`src/rtl/hazard_ctrl_pkg.sv`:
```
// Shared RISC-V constants for the hazard controller: opcodes, hazard
// classification, controller states and the per-stage decode record.
package hazard_ctrl_pkg;

    localparam logic [6:0] OPC_LOAD   = 7'b0000011;
    localparam logic [6:0] OPC_STORE  = 7'b0100011;
    localparam logic [6:0] OPC_BRANCH = 7'b1100011;
    localparam logic [6:0] OPC_JAL    = 7'b1101111;
    localparam logic [6:0] OPC_LUI    = 7'b0110111;
    localparam logic [6:0] OPC_AUIPC  = 7'b0010111;
    localparam logic [6:0] OPC_OP     = 7'b0110011;

    typedef enum logic [1:0] {
        HZ_NONE     = 2'd0,
        HZ_LOAD_USE = 2'd1,
        HZ_BR_ALU   = 2'd2,
        HZ_RAW      = 2'd3
    } hz_type_t;

    typedef enum logic [1:0] {
        ST_RESET = 2'd0,
        ST_RUN   = 2'd1,
        ST_STALL = 2'd2
    } state_t;

    typedef struct packed {
        logic use_rs1;
        logic use_rs2;
        logic writes_rd;
        logic is_load;
        logic is_branch;
    } dec_t;

endpackage

```
`src/rtl/hazard_ctrl_if.sv`:
```
// Pipeline-side bundle of the hazard controller: stage descriptors and
// kill/freeze requests in, stage enables and stall statistics out.
interface hazard_ctrl_if #(
    parameter int REG_AW = 5
) ();
    import hazard_ctrl_pkg::*;

    // No handshake: each stage descriptor is qualified only by its *_valid bit,
    // and every control output is meaningful in the same cycle it is produced.
    logic              id_valid;
    logic [6:0]        id_opcode;
    logic [REG_AW-1:0] id_rs1;
    logic [REG_AW-1:0] id_rs2;
    logic              ex_valid;
    logic [6:0]        ex_opcode;
    logic [REG_AW-1:0] ex_rd;
    logic              mem_valid;
    logic [6:0]        mem_opcode;
    logic [REG_AW-1:0] mem_rd;
    logic              flush_i;
    logic              ext_stall;

    logic              pc_en;
    logic              fd_en;
    logic              de_bubble;
    logic              fd_flush;
    hz_type_t          hazard_type;
    logic [31:0]       stall_cycles;

    modport master (
        output id_valid, id_opcode, id_rs1, id_rs2,
        output ex_valid, ex_opcode, ex_rd,
        output mem_valid, mem_opcode, mem_rd,
        output flush_i, ext_stall,
        input  pc_en, fd_en, de_bubble, fd_flush, hazard_type, stall_cycles
    );

    modport slave (
        input  id_valid, id_opcode, id_rs1, id_rs2,
        input  ex_valid, ex_opcode, ex_rd,
        input  mem_valid, mem_opcode, mem_rd,
        input  flush_i, ext_stall,
        output pc_en, fd_en, de_bubble, fd_flush, hazard_type, stall_cycles
    );

endinterface

```
`src/rtl/hazard_ctrl_hz_decode.sv`:
```
// Per-stage decode: which register sources an instruction reads, whether
// it writes a non-zero rd, and whether it is a load or a branch.
module hz_decode
    import hazard_ctrl_pkg::*;
#(
    parameter int REG_AW = 5
) (
    input  logic              valid,
    input  logic [6:0]        opcode,
    input  logic [REG_AW-1:0] rd,
    output dec_t              dec
);

    always_comb begin
        dec           = '0;
        dec.use_rs1   = valid && !(opcode == OPC_JAL || opcode == OPC_LUI ||
                                   opcode == OPC_AUIPC);
        dec.use_rs2   = valid && (opcode == OPC_BRANCH || opcode == OPC_STORE ||
                                  opcode == OPC_OP);
        // x0 is hardwired, so writing it never creates a dependency
        dec.writes_rd = valid && opcode != OPC_BRANCH && opcode != OPC_STORE &&
                        rd != '0;
        dec.is_load   = valid && opcode == OPC_LOAD;
        dec.is_branch = valid && opcode == OPC_BRANCH;
    end

endmodule

```
`src/rtl/hazard_ctrl.sv`:
```
// Pipeline hazard controller: detects load-use, branch-after-ALU and
// (without forwarding) RAW hazards and stalls fetch/decode for N cycles.
module hazard_ctrl
    import hazard_ctrl_pkg::*;
#(
    parameter int MEM_DELAY = 2,
    parameter int FWD_EN    = 1,
    parameter int REG_AW    = 5
) (
    input  logic           clk,
    input  logic           nrst,
    hazard_ctrl_if.slave   bus,
    output state_t         dbg_state
);

    localparam int CW = $clog2(MEM_DELAY + 3);

    dec_t id_dec;
    dec_t ex_dec;
    dec_t mem_dec;

    hz_decode #(.REG_AW(REG_AW)) u_id_dec (
        .valid  (bus.id_valid),
        .opcode (bus.id_opcode),
        .rd     ('0),
        .dec    (id_dec)
    );

    hz_decode #(.REG_AW(REG_AW)) u_ex_dec (
        .valid  (bus.ex_valid),
        .opcode (bus.ex_opcode),
        .rd     (bus.ex_rd),
        .dec    (ex_dec)
    );

    hz_decode #(.REG_AW(REG_AW)) u_mem_dec (
        .valid  (bus.mem_valid),
        .opcode (bus.mem_opcode),
        .rd     (bus.mem_rd),
        .dec    (mem_dec)
    );

    logic unused_dec;
    assign unused_dec = ^{id_dec.writes_rd, id_dec.is_load, ex_dec.use_rs1,
                          ex_dec.use_rs2, ex_dec.is_branch, mem_dec.use_rs1,
                          mem_dec.use_rs2, mem_dec.is_load, mem_dec.is_branch};

    logic ex_hit;
    logic mem_hit;

    assign ex_hit  = ex_dec.writes_rd &&
                     ((id_dec.use_rs1 && bus.id_rs1 == bus.ex_rd) ||
                      (id_dec.use_rs2 && bus.id_rs2 == bus.ex_rd));
    assign mem_hit = mem_dec.writes_rd &&
                     ((id_dec.use_rs1 && bus.id_rs1 == bus.mem_rd) ||
                      (id_dec.use_rs2 && bus.id_rs2 == bus.mem_rd));

    // Hazard classification, first match wins; det_nm1 is the stall length minus one
    logic          det_hit;
    hz_type_t      det_type;
    logic [CW-1:0] det_nm1;

    always_comb begin
        det_hit  = 1'b0;
        det_type = HZ_NONE;
        det_nm1  = '0;
        if (ex_hit && ex_dec.is_load) begin
            det_hit  = 1'b1;
            det_type = HZ_LOAD_USE;
            det_nm1  = CW'(MEM_DELAY) + CW'(id_dec.is_branch);
        end else if (ex_hit && id_dec.is_branch) begin
            det_hit  = 1'b1;
            det_type = HZ_BR_ALU;
        end else if (FWD_EN == 0 && ex_hit) begin
            det_hit  = 1'b1;
            det_type = HZ_RAW;
            det_nm1  = CW'(1);
        end else if (FWD_EN == 0 && mem_hit) begin
            det_hit  = 1'b1;
            det_type = HZ_RAW;
        end
    end

    state_t        state_q, state_d;
    logic [CW-1:0] cnt_q, cnt_d;
    hz_type_t      type_q, type_d;
    logic [31:0]   stall_cycles_q, stall_cycles_d;

    logic          pc_en, fd_en, de_bubble, fd_flush, hz_bubble;
    hz_type_t      hz_out;

    always_comb begin
        state_d        = state_q;
        cnt_d          = cnt_q;
        type_d         = type_q;
        stall_cycles_d = stall_cycles_q;
        pc_en          = 1'b0;
        fd_en          = 1'b0;
        de_bubble      = 1'b0;
        fd_flush       = 1'b0;
        hz_bubble      = 1'b0;
        hz_out         = HZ_NONE;

        if (!nrst) begin
            state_d        = ST_RESET;
            cnt_d          = '0;
            type_d         = HZ_NONE;
            stall_cycles_d = '0;
        end else if (state_q == ST_RESET) begin
            state_d = ST_RUN;
        end else if (bus.ext_stall) begin
            // Global freeze: everything holds, only the stall type stays visible
            if (state_q == ST_STALL) hz_out = type_q;
        end else if (bus.flush_i) begin
            pc_en     = 1'b1;
            fd_en     = 1'b1;
            fd_flush  = 1'b1;
            de_bubble = 1'b1;
            state_d   = ST_RUN;
            cnt_d     = '0;
            type_d    = HZ_NONE;
        end else if (state_q == ST_STALL) begin
            de_bubble = 1'b1;
            hz_bubble = 1'b1;
            hz_out    = type_q;
            cnt_d     = cnt_q - CW'(1);
            if (cnt_q == CW'(1)) begin
                state_d = ST_RUN;
                type_d  = HZ_NONE;
            end
        end else if (det_hit) begin
            de_bubble = 1'b1;
            hz_bubble = 1'b1;
            hz_out    = det_type;
            cnt_d     = det_nm1;
            if (det_nm1 != '0) begin
                state_d = ST_STALL;
                type_d  = det_type;
            end
        end else begin
            pc_en = 1'b1;
            fd_en = 1'b1;
        end

        if (hz_bubble && stall_cycles_q != '1) begin
            stall_cycles_d = stall_cycles_q + 32'd1;
        end
    end

    always_ff @(posedge clk) begin
        state_q        <= state_d;
        cnt_q          <= cnt_d;
        type_q         <= type_d;
        stall_cycles_q <= stall_cycles_d;
    end

    assign bus.pc_en        = pc_en;
    assign bus.fd_en        = fd_en;
    assign bus.de_bubble    = de_bubble;
    assign bus.fd_flush     = fd_flush;
    assign bus.hazard_type  = hz_out;
    assign bus.stall_cycles = stall_cycles_q;
    assign dbg_state        = state_q;

endmodule

```
`src/flat_wrapper.sv`:
```
// flat-port wrapper written by rule: the top's interface ports become plain ports
module hazard_ctrl_flat import hazard_ctrl_pkg::*;
#(
    parameter int MEM_DELAY = 2,
    parameter int FWD_EN    = 1,
    parameter int REG_AW    = 5
)
  (clk, nrst, dbg_state, bus_id_valid, bus_id_opcode, bus_id_rs1, bus_id_rs2, bus_ex_valid, bus_ex_opcode, bus_ex_rd, bus_mem_valid, bus_mem_opcode, bus_mem_rd, bus_flush_i, bus_ext_stall, bus_pc_en, bus_fd_en, bus_de_bubble, bus_fd_flush, bus_hazard_type, bus_stall_cycles);
  hazard_ctrl_if #(.REG_AW(REG_AW)) bus_i ();
  input  logic clk;
  input  logic nrst;
  output state_t dbg_state;
  input wire logic [$bits(bus_i.id_valid)-1:0] bus_id_valid;
  input wire logic [$bits(bus_i.id_opcode)-1:0] bus_id_opcode;
  input wire logic [$bits(bus_i.id_rs1)-1:0] bus_id_rs1;
  input wire logic [$bits(bus_i.id_rs2)-1:0] bus_id_rs2;
  input wire logic [$bits(bus_i.ex_valid)-1:0] bus_ex_valid;
  input wire logic [$bits(bus_i.ex_opcode)-1:0] bus_ex_opcode;
  input wire logic [$bits(bus_i.ex_rd)-1:0] bus_ex_rd;
  input wire logic [$bits(bus_i.mem_valid)-1:0] bus_mem_valid;
  input wire logic [$bits(bus_i.mem_opcode)-1:0] bus_mem_opcode;
  input wire logic [$bits(bus_i.mem_rd)-1:0] bus_mem_rd;
  input wire logic [$bits(bus_i.flush_i)-1:0] bus_flush_i;
  input wire logic [$bits(bus_i.ext_stall)-1:0] bus_ext_stall;
  output wire logic [$bits(bus_i.pc_en)-1:0] bus_pc_en;
  output wire logic [$bits(bus_i.fd_en)-1:0] bus_fd_en;
  output wire logic [$bits(bus_i.de_bubble)-1:0] bus_de_bubble;
  output wire logic [$bits(bus_i.fd_flush)-1:0] bus_fd_flush;
  output wire logic [$bits(bus_i.hazard_type)-1:0] bus_hazard_type;
  output wire logic [$bits(bus_i.stall_cycles)-1:0] bus_stall_cycles;
  assign bus_i.id_valid = bus_id_valid;
  assign bus_i.id_opcode = bus_id_opcode;
  assign bus_i.id_rs1 = bus_id_rs1;
  assign bus_i.id_rs2 = bus_id_rs2;
  assign bus_i.ex_valid = bus_ex_valid;
  assign bus_i.ex_opcode = bus_ex_opcode;
  assign bus_i.ex_rd = bus_ex_rd;
  assign bus_i.mem_valid = bus_mem_valid;
  assign bus_i.mem_opcode = bus_mem_opcode;
  assign bus_i.mem_rd = bus_mem_rd;
  assign bus_i.flush_i = bus_flush_i;
  assign bus_i.ext_stall = bus_ext_stall;
  assign bus_pc_en = bus_i.pc_en;
  assign bus_fd_en = bus_i.fd_en;
  assign bus_de_bubble = bus_i.de_bubble;
  assign bus_fd_flush = bus_i.fd_flush;
  assign bus_hazard_type = bus_i.hazard_type;
  assign bus_stall_cycles = bus_i.stall_cycles;
  hazard_ctrl #(.MEM_DELAY(MEM_DELAY), .FWD_EN(FWD_EN), .REG_AW(REG_AW)) u_core (.clk(clk), .nrst(nrst), .bus(bus_i), .dbg_state(dbg_state));
endmodule
```
`config.mk`:
```
export PLATFORM = sky130hd
export DESIGN_NAME = hazard_ctrl_flat
export DESIGN_NICKNAME = d
export VERILOG_FILES = /design/src/rtl/hazard_ctrl_pkg.sv /design/src/rtl/hazard_ctrl_if.sv /design/src/rtl/hazard_ctrl_hz_decode.sv /design/src/rtl/hazard_ctrl.sv /design/src/flat_wrapper.sv
export SDC_FILE = /design/constraint.sdc
export NUM_CORES = 1
export LEC_CHECK = 0
export ABC_CLOCK_PERIOD_IN_PS = 5600
export CAP_MARGIN = 20
export CORE_MARGIN = 2
export CORE_UTILIZATION = 30
export DETAILED_ROUTE_END_ITERATION = 8
export PLACE_DENSITY = 0.55
export SETUP_SLACK_MARGIN = 0.3
export SYNTH_ARGS = -nofsm -noshare
export SYNTH_HDL_FRONTEND = slang
export SYNTH_SLANG_ARGS = --single-unit
```
`constraint.sdc`:
```
create_clock -name clk -period 5.6 [get_ports clk]
set_input_delay 0.84 -clock clk [delete_from_list [all_inputs] [get_ports clk]]
set_output_delay 0.84 -clock clk [all_outputs]
set_load 0.01 [all_outputs]
```
==> impl_results.md, run 1 <==
* Synth top area cells: edfxtp_1 (38%), xor2_1 (9.3%), nor2_1 (7.2%), dfxtp_1 (5.5%), xnor2_1 (4.8%)
* Max-slew violations at 0
* RSZ-0062 raised after global routing: false
* Most common cell after layout, fill and taps aside: clkdlybuf4s50_1
* Commonest cells after routing, fill and taps aside: clkdlybuf4s50_1 (74), nor2_1 (49), edfxtp_1 (32)
* CP arrival at 3.38 ns
* Final period util at 75.4%
* Synth-to-layout area growth at 35.4%
* Setup violators final at 0
* Switching power at 144 µW
* Die Area at 9270 µm²
* Worst IR Drop VDD at 0.000146 V
* RePlAce Congestion at 0.812
* Final core occ at 42.1%
* Critical path class: input pin to output pin
* Worst Tran Pin Value at 0.881 ns
* Slew headroom at 40.8%
* Max Cap Viol at 0
* R2r setup slk at 2.71 ns
* Max Freq at 237 MHz
* CORE AREA at 8220 µm²
* Antenna violation net count after detailed routing at 0
* Synthesized area per cell at 9.43 µm²
* Initial Utilization at 31.1%
* Clock Latency Late Sink at 0.29 ns
* Initial DRC Count at 129
* I/O pin total at 88
* Synth area leader: edfxtp_1
* Share of cells above drive strength 1 at 4.32%
* IO Port Bufs at 74
* Number of global-route vias before repair at 2182
* WHS at 0.438 ns
* Final instance area at 3460 µm²
* H-tree depth reported by CTS at 2
* Comb power frac at 14.8%
* Vias per cell at 4.90
* Min-delay src: u_core.type_q[1]$_SDFFE_PN0P_
* Ys async rst share at 0%
* Hold Path End: u_core.type_q[1]$_SDFFE_PN0P_
* Endpoint class of the critical path: output pin
* Setup crit start kind: input pin
* DR WL/cell at 13.9 µm
* Fin cells at 452
* CTS tree: yes
* EDFF count, synth at 32
* Skew final at 0.00389 ns
* Syn_nets at 322
* Pwr dens at 174 nW/µm²
* Synth Flop Type: edfxtp_1
* Seq/Total Area, Yosys at 43.1%
* Cell count after synthesis at 271
* Initial antenna violation count at 0
* CTS Buf Count at 5
* Longest Clk Path Bufs at 2
* Slowest stage cell, crit path: clkdlybuf4s50_1
* Rows at 33
* Synthesis-stage register bit count at 39
* CTS Hold Buffers Added at 0
* Clock share of power at 29.8%
* Worst R2R End: u_core.bus.stall_cycles[7]$_SDFFCE_PN0P_
* Post-CTS Setup Bufs at 0
* CTS root buf: clkbuf_8
* Reg-to-Reg Start: u_core.bus.stall_cycles[0]$_SDFFCE_PN0P_
* Sw Ratio at 24.1%
* Die height at 96.3 µm
* Highest cell delay on the worst timing path at 0.57 ns
* Placed cells at 445
* Clock Pin Slew Worst Setup and Hold Paths at 0.07 ns
* Clock Sinks at 39
* DRC at 0
* GRT Util Overall at 14.3%
* Mapped Area at 2550 µm²
* Synth unique cells at 48
* Largest net degree at the start of global routing at 33
* Top-area cell type share of the netlist area at 37.6%
* Setup TNS at 0 ns
* Die width at 96.3 µm
* Min-delay worst type: flop to flop
* Status: finished, final reports clean
* First-pass iteration count of the detailed router at 4
* Internal cell power at 456 µW
* DP HPWL at 4570 µm
* Final Critical Period at 4.22 ns
* Hold Path Depth at 2
* # nets final at 398
* Post-cts sizing count at 0
* Critical Path RT at 4.76 ns
* First-pass GRT wire length at 10500 µm
* Final wirelength at 6260 µm
* Fin. Hold Viols at 0
* Sequential power share at 55.4%
* Reg2Reg Depth at 8
* CP Max Fanout at 7
* YS warnings at 0
* Cell leakage power at 1.15 nW
* Via count at 2214
* Remaining Overflow, GRT at 0
* Crit path cell chain: clkdlybuf4s50_1, and4bb_2, nand4_1, and4b_4, or2_0, nand4_1, a21oi_1, clkdlybuf4s50_1
* Diode count at 0
* Post-DP Area at 3380 µm²
[per-stage QoR]
step	setup WS, ns	total power, mW
floorplan	2.37	0.372
finish	1.38	0.600
CTS	1.36	0.610
detailed placement	1.37	0.427
global placement	1.34	0.427
global route	1.25	0.631
[worst max path at each step]
| stage | start | end | cells after the start |
|---|---|---|---|
| floorplan | bus_ex_rd[0] | bus_pc_en | 7 |
| global placement | bus_ex_rd[1] | bus_hazard_type[0] | 8 |
| detailed placement | bus_ex_rd[1] | bus_hazard_type[0] | 8 |
| CTS | bus_ex_rd[1] | bus_hazard_type[0] | 8 |
| global route | bus_ex_rd[0] | bus_fd_en | 8 |
| finish | bus_id_opcode[3] | bus_hazard_type[0] | 8 |
[worst max-delay path, delay by kind of cell]
family	cells	cell delay, ns
and+or+nand+nor	5	1.34
buffers and inverters	2	1.02
AOI/OAI and AO/OA	1	0.19
[cells by family after synthesis]
logic type | Yosys count | share of synthesized area [%]
and+or+nand+nor | 137 | 27.6
xor gates and xnor gates | 41 | 14.1
DFF | 39 | 43.1
AOI/OAI and AO/OA | 32 | 9.65
buffers and inverters | 19 | 4.16
adders and majority gates | 3 | 1.47
[sequential cells by signal (all words and copies together) (netlist names)]
signal	flops
u_core.type_q	2
u_core.cnt_q	3
u_core.bus.stall_cycles	32
u_core.dbg_state	2
[cells in the mapped netlist, types with 2 or more instances]
cell type,number
o21ai_0,4
dfxtp_1,7
or3_1,3
nand2_1,21
nor2b_1,4
edfxtp_1,32
inv_1,12
nand3_1,13
and3_1,6
nand4_1,12
nand2b_1,5
a211oi_1,4
nor3b_1,2
a21oi_1,9
buf_6,4
nor2_1,49
and2_1,2
xnor2_1,14
nor4_1,5
nor3_1,6
xor2_1,27
a31oi_1,2
ha_1,3
[power groups by stage]
stage / Sequential, mW / Combinational [mW] / Clock [mW]
2_1_floorplan: 0.341 / 0.0312 / 0
3_3_place_gp: 0.339 / 0.0882 / 0
3_5_place_dp: 0.339 / 0.0886 / 0
4_1_cts: 0.332 / 0.0891 / 0.188
5_1_grt: 0.334 / 0.0965 / 0.200
6_report: 0.333 / 0.0886 / 0.179
[area by class of cell]
class / instances / area (µm²)
tap: 105 / 131
multi-input combinational: 213 / 1350
clock buffer: 5 / 68.8
timing repair buffer: 76 / 756
sequential: 39 / 1100
clock inverter: 2 / 8.76
inverter: 12 / 45.0
fill: 802 / 4760
[per-layer routing]
metal	up-vias	wire [µm]	global-route usage, %
li1	1120	-	-
met1	1032	3000	19.7
met2	55	2970	23.1
met3	7	252	2.82
met4	0	44	3.10
met5	-	0	0
Note: power is estimated with default switching activity, not from simulation.
==> inputs of run 2 (changes only) <==
- ABC_CLOCK_PERIOD_IN_PS: 5600 -> 4350
- clock period: 5.6 -> 4.35 ns (I/O delays scaled with it)
==> run 2 against run 1 <==
Effect of this change: critical path depth did not move; first-iteration DRC count decreased by 47%; setup slack got worse by 0.92 ns; sequential power grew 29%; global-route usage is 0.29 points higher; via count grew 1.7%; count of clock-buffer cells in the layout up 2; power up 31%; combinational power increased by 29%; final cell count rose by 0.44%; die area unchanged; design area up 0.33%.
==> impl_results.md, run 2 (synthesis gave the netlist of run 1 again) <==
* Pwr dens at 226 nW/µm²
* Max Freq at 257 MHz
* R2r setup slk at 1.49 ns
* First-pass iteration count of the detailed router at 4
* Initial Utilization at 31.1%
* Final period util at 89.4%
* Remaining Overflow, GRT at 0
* Power Total at 785 µW
* DP HPWL at 4610 µm
* CP Max Fanout at 7
* CORE AREA at 8220 µm²
* GRT Util Overall at 14.6%
* Longest Clk Path Bufs at 2
* Final instance area at 3470 µm²
* Worst IR Drop VDD at 0.000148 V
* Clock Sinks at 39
* Fin. Hold Viols at 0
* Die Area at 9270 µm²
* Largest net degree at the start of global routing at 33
* Post-cts sizing count at 0
* CTS Buf Count at 5
* Post-CTS Setup Bufs at 0
* Final wirelength at 6270 µm
* I/O pin total at 88
* IO Port Bufs at 74
* First-pass GRT wire length at 10700 µm
* Initial antenna violation count at 0
* Setup crit start kind: input pin
* Placed cells at 446
* WHS at 0.442 ns
* Critical path class: input pin to output pin
* Fin cells at 454
* Share of cells above drive strength 1 at 4.58%
* Antenna violation net count after detailed routing at 0
* Rows at 33
* Via count at 2251
* RSZ-0062 raised after global routing: false
* Cell leakage power at 1.16 nW
* Endpoint class of the critical path: output pin
* Max Cap Viol at 0
* Vias per cell at 4.96
* Setup TNS at 0 ns
* Status: finished, final reports clean
* Slew headroom at 63.6%
* Clock Latency Late Sink at 0.29 ns
* Skew final at 0.00540 ns
* Die height at 96.3 µm
* CTS tree: yes
* Final Critical Period at 3.89 ns
* DR WL/cell at 13.8 µm
* Min-delay worst type: flop to flop
* Critical Path RT at 3.70 ns
* Synth-to-layout area growth at 35.8%
* Commonest cells after routing, fill and taps aside: clkdlybuf4s50_1 (74), nor2_1 (49), edfxtp_1 (32)
* Clock Pin Slew Worst Setup and Hold Paths at 0.08 ns
* Pre-CTS setup slack at 0.471 ns
* CP arrival at 3.24 ns
* # nets final at 399
* H-tree depth reported by CTS at 2
* DRC at 0
* Post-DP Area at 3390 µm²
* Diode count at 0
* Worst Tran Pin Value at 0.541 ns
* Most common cell after layout, fill and taps aside: clkdlybuf4s50_1
* Fill cells at 789
* Setup violators final at 0
* Final core occ at 42.2%
* Max-slew violations at 0
* Initial DRC Count at 69
* CTS Hold Buffers Added at 0
* RePlAce Congestion at 0.838
* Final setup margin at 0.459 ns
* Max reg flops at 32
* CTS root buf: clkbuf_8
* Die width at 96.3 µm
* Number of global-route vias before repair at 2235
run 2: report_power, final:
| part | leakage (nW) | internal (mW) | switching [mW] | total (mW) |
|---|---|---|---|---|
| clock | 0.0422 | 0.113 | 0.130 | 0.243 |
| combinational | 0.730 | 0.0661 | 0.0480 | 0.114 |
| sequential | 0.387 | 0.414 | 0.0145 | 0.428 |
| total | 1.16 | 0.592 | 0.193 | 0.785 |
run 2: critical path: stages:
cell and delay (ns):
clkdlybuf4s50_1 0.47, xor2_1 0.19, nor4_1 0.32, and4b_4 0.32, or2_0 0.38, nand4_1 0.15, a21oi_1 0.18, clkdlybuf4s50_1 0.57
run 2: final timing paths:
path / to / from / cells past startpoint
max: bus_hazard_type[1] / bus_ex_rd[3] / 8
min: u_core.type_q[1]$_SDFFE_PN0P_ / u_core.type_q[1]$_SDFFE_PN0P_ / 2
max reg2reg: u_core.bus.stall_cycles[30]$_SDFFCE_PN0P_ / u_core.bus.stall_cycles[0]$_SDFFCE_PN0P_ / 8
min reg2reg: u_core.type_q[1]$_SDFFE_PN0P_ / u_core.type_q[1]$_SDFFE_PN0P_ / 2
run 2: per-layer routing:
layer / track usage, % / part of all wire [%]
met1: 20.4 / 48
met5: 0 / 0
met3: 3.21 / 4.2
met4: 4.52 / 1.2
met2: 22.3 / 47
run 2: cell type report:
class	instances	area, µm²	share of cell area (%)
clock buffers	7	76.3	2.20
clock inverters	1	5.00	0.144
inverters	12	45.0	1.30
multi-input cells	213	1350	38.8
flip-flops and latches	39	1100	31.7
well taps	105	131	3.79
repair buffers	77	763	22.0
==> inputs of run 3 (changes only) <==
==> constraint.sdc (replaced) <==
create_clock -name clk -period 4.35 [get_ports clk]
set_input_delay 0.435 -clock clk [delete_from_list [all_inputs] [get_ports clk]]
set_output_delay 0.435 -clock clk [all_outputs]
set_load 0.01 [all_outputs]
==> run 3 against run 2 <==
Effect of this change: combinational power is essentially flat; clock power about the same; first-iteration DRC count up 23%; flip-flop and latch count is the same; utilization shrank 0.091 points; setup slack improved by 0.42 ns; fmax increased by 12%; critical path depth stayed put; register-to-register slack better by 0.04 ns; highest routed layer unchanged.
==> impl_results.md, run 3 (synthesis gave the netlist of run 1 again) <==
* Post-cts sizing count at 0
* Slew headroom at 39.7%
* Post-CTS Setup Bufs at 0
* Highest cell delay on the worst timing path at 0.57 ns
* CTS Hold Buffers Added at 0
* I/O pin total at 88
* Placed cells at 445
* Via count at 2226
* First-pass GRT wire length at 10400 µm
* H-tree depth reported by CTS at 2
* Clock Sinks at 39
* Worst setup path start: bus_ex_rd[1]
* Final wirelength at 6350 µm
* RePlAce Congestion at 0.830
* Max Freq at 288 MHz
* Post-DP Area at 3380 µm²
* Most frequent CP cell: clkdlybuf4s50_1
* Cell leakage power at 1.15 nW
* Initial antenna violation count at 0
* Slowest stage cell, crit path: clkdlybuf4s50_1
* CP Max Fanout at 7
* Die width at 96.3 µm
* CORE AREA at 8220 µm²
* Die height at 96.3 µm
* WP buf/inv at 2
* Share of cells above drive strength 1 at 4.31%
* Endpoint class of the critical path: output pin
* GRT Util Overall at 14.4%
* # nets final at 398
* Min-delay worst type: flop to flop
* Critical Path RT at 3.91 ns
* Crit-path leading delay family: simple AND/OR/NAND/NOR gates
* Max-slew violations at 0
* Most common cell after layout, fill and taps aside: clkdlybuf4s50_1
* Antenna violation net count after detailed routing at 0
* Sequential power share at 54.6%
* Initial Utilization at 31.1%
* Setup crit start kind: input pin
* Crit path cell chain: clkdlybuf4s50_1, xor2_1, nor4_1, and4b_4, or2_0, nand4_1, a21oi_1, clkdlybuf4s50_1
* DP HPWL at 4650 µm
* CTS root buf: clkbuf_8
* CTS Buf Count at 5
* FF/Latch Area at 1100 µm²
* Max reg flops at 32
* Longest Clk Path Bufs at 2
* Commonest cells after routing, fill and taps aside: clkdlybuf4s50_1 (74), nor2_1 (49), edfxtp_1 (32)
* Vias per cell at 4.91
* First-pass iteration count of the detailed router at 4
* Rows at 33
* IO Port Bufs at 74
* Diode count at 0
* Critical path class: input pin to output pin
* Clock share of power at 30.9%
* CP arrival at 3.04 ns
* Pwr dens at 226 nW/µm²
* Max Cap Viol at 0
* Area of the multi-input gates at 1350 µm²
* Reg-to-Reg Start: u_core.bus.stall_cycles[0]$_SDFFCE_PN0P_
* Min-delay src: u_core.type_q[1]$_SDFFE_PN0P_
* Largest net degree at the start of global routing at 33
* Final Critical Period at 3.47 ns
* Worst Tran Pin Value at 0.896 ns
* Setup TNS at 0 ns
* Status: finished, final reports clean
* Final instance area at 3460 µm²
* Final period util at 79.8%
* CTS tree: yes
* Fill cells at 813
* Setup violators final at 0
* Final setup margin at 0.877 ns
* Pre-CTS setup slack at 0.876 ns
* Remaining Overflow, GRT at 0
* Clock Pin Slew Worst Setup and Hold Paths at 0.07 ns
* Initial DRC Count at 85
* Internal cell power at 592 µW
* Fin cells at 453
* Skew final at 0.00466 ns
* Number of global-route vias before repair at 2106
* RSZ-0062 raised after global routing: false
* Final core occ at 42.1%
* Comb power frac at 14.5%
* Fin. Hold Viols at 0
* Clock Latency Late Sink at 0.29 ns
* DR WL/cell at 14.0 µm
* Worst IR Drop VDD at 0.0000945 V
* Synth-to-layout area growth at 35.5%
* Sw Ratio at 24.5%
* DRC at 0
* Die Area at 9270 µm²
* Switching power at 192 µW
==> run 3: changes by cell type in the layout (fill, tap and decap cells not counted) <==
cell / delta
buf_4: -1
==> run 3: layout make-up <==
| type | count | share of cell area (%) |
|---|---|---|
| repair buffers | 76 | 21.8 |
| clock buffers | 7 | 2.20 |
| clock inverters | 1 | 0.145 |
| well taps | 105 | 3.79 |
| inverters | 12 | 1.30 |
| flip-flops and latches | 39 | 31.8 |
| multi-input cells | 213 | 38.9 |
==> run 3: path summary, 6_finish.rpt <==
path	endpoint	slack, ns	cells past startpoint
worst max-delay path	bus_hazard_type[0]	0.88	8
worst min-delay path	u_core.type_q[1]$_SDFFE_PN0P_	0.45	2
worst max register to register	u_core.bus.stall_cycles[7]$_SDFFCE_PN0P_	1.53	8
worst min register to register	u_core.type_q[1]$_SDFFE_PN0P_	0.45	2
==> run 3: per-layer routing <==
layer | GRT usage (%) | vias to the layer above | share of wire [%]
li1 | - | 1123 | -
met3 | 2.82 | 7 | 4.6
met1 | 20.8 | 1042 | 48
met2 | 21.6 | 54 | 47
met4 | 4.52 | 0 | 1.0
met5 | 0 | - | 0
==> run 3: worst register-to-register path: stages, from the launching register on <==
cell	delay [ns]
edfxtp_1	0.49
ha_1	0.28
nand2_1	0.09
nor3_1	0.43
and3_1	0.35
a311o_1	0.22
a21o_4	0.30
nand2_1	0.09
buf_4	0.28
==> run 3: power by group through the flow <==
| stage | logic (mW) | clock network [mW] | registers (mW) |
|---|---|---|---|
| floorplan | 0.0401 | 0 | 0.439 |
| global placement | 0.114 | 0 | 0.437 |
| detailed placement | 0.114 | 0 | 0.436 |
| CTS | 0.115 | 0.251 | 0.428 |
| global route | 0.124 | 0.262 | 0.431 |
| finish | 0.114 | 0.242 | 0.428 |
==> run 3: metrics by stage <==
step / hold slack [ns] / power (mW)
floorplan: 0.412 / 0.479
global placement: 0.430 / 0.550
detailed placement: 0.438 / 0.550
CTS: 0.449 / 0.794
global route: 0.488 / 0.817
finish: 0.446 / 0.784
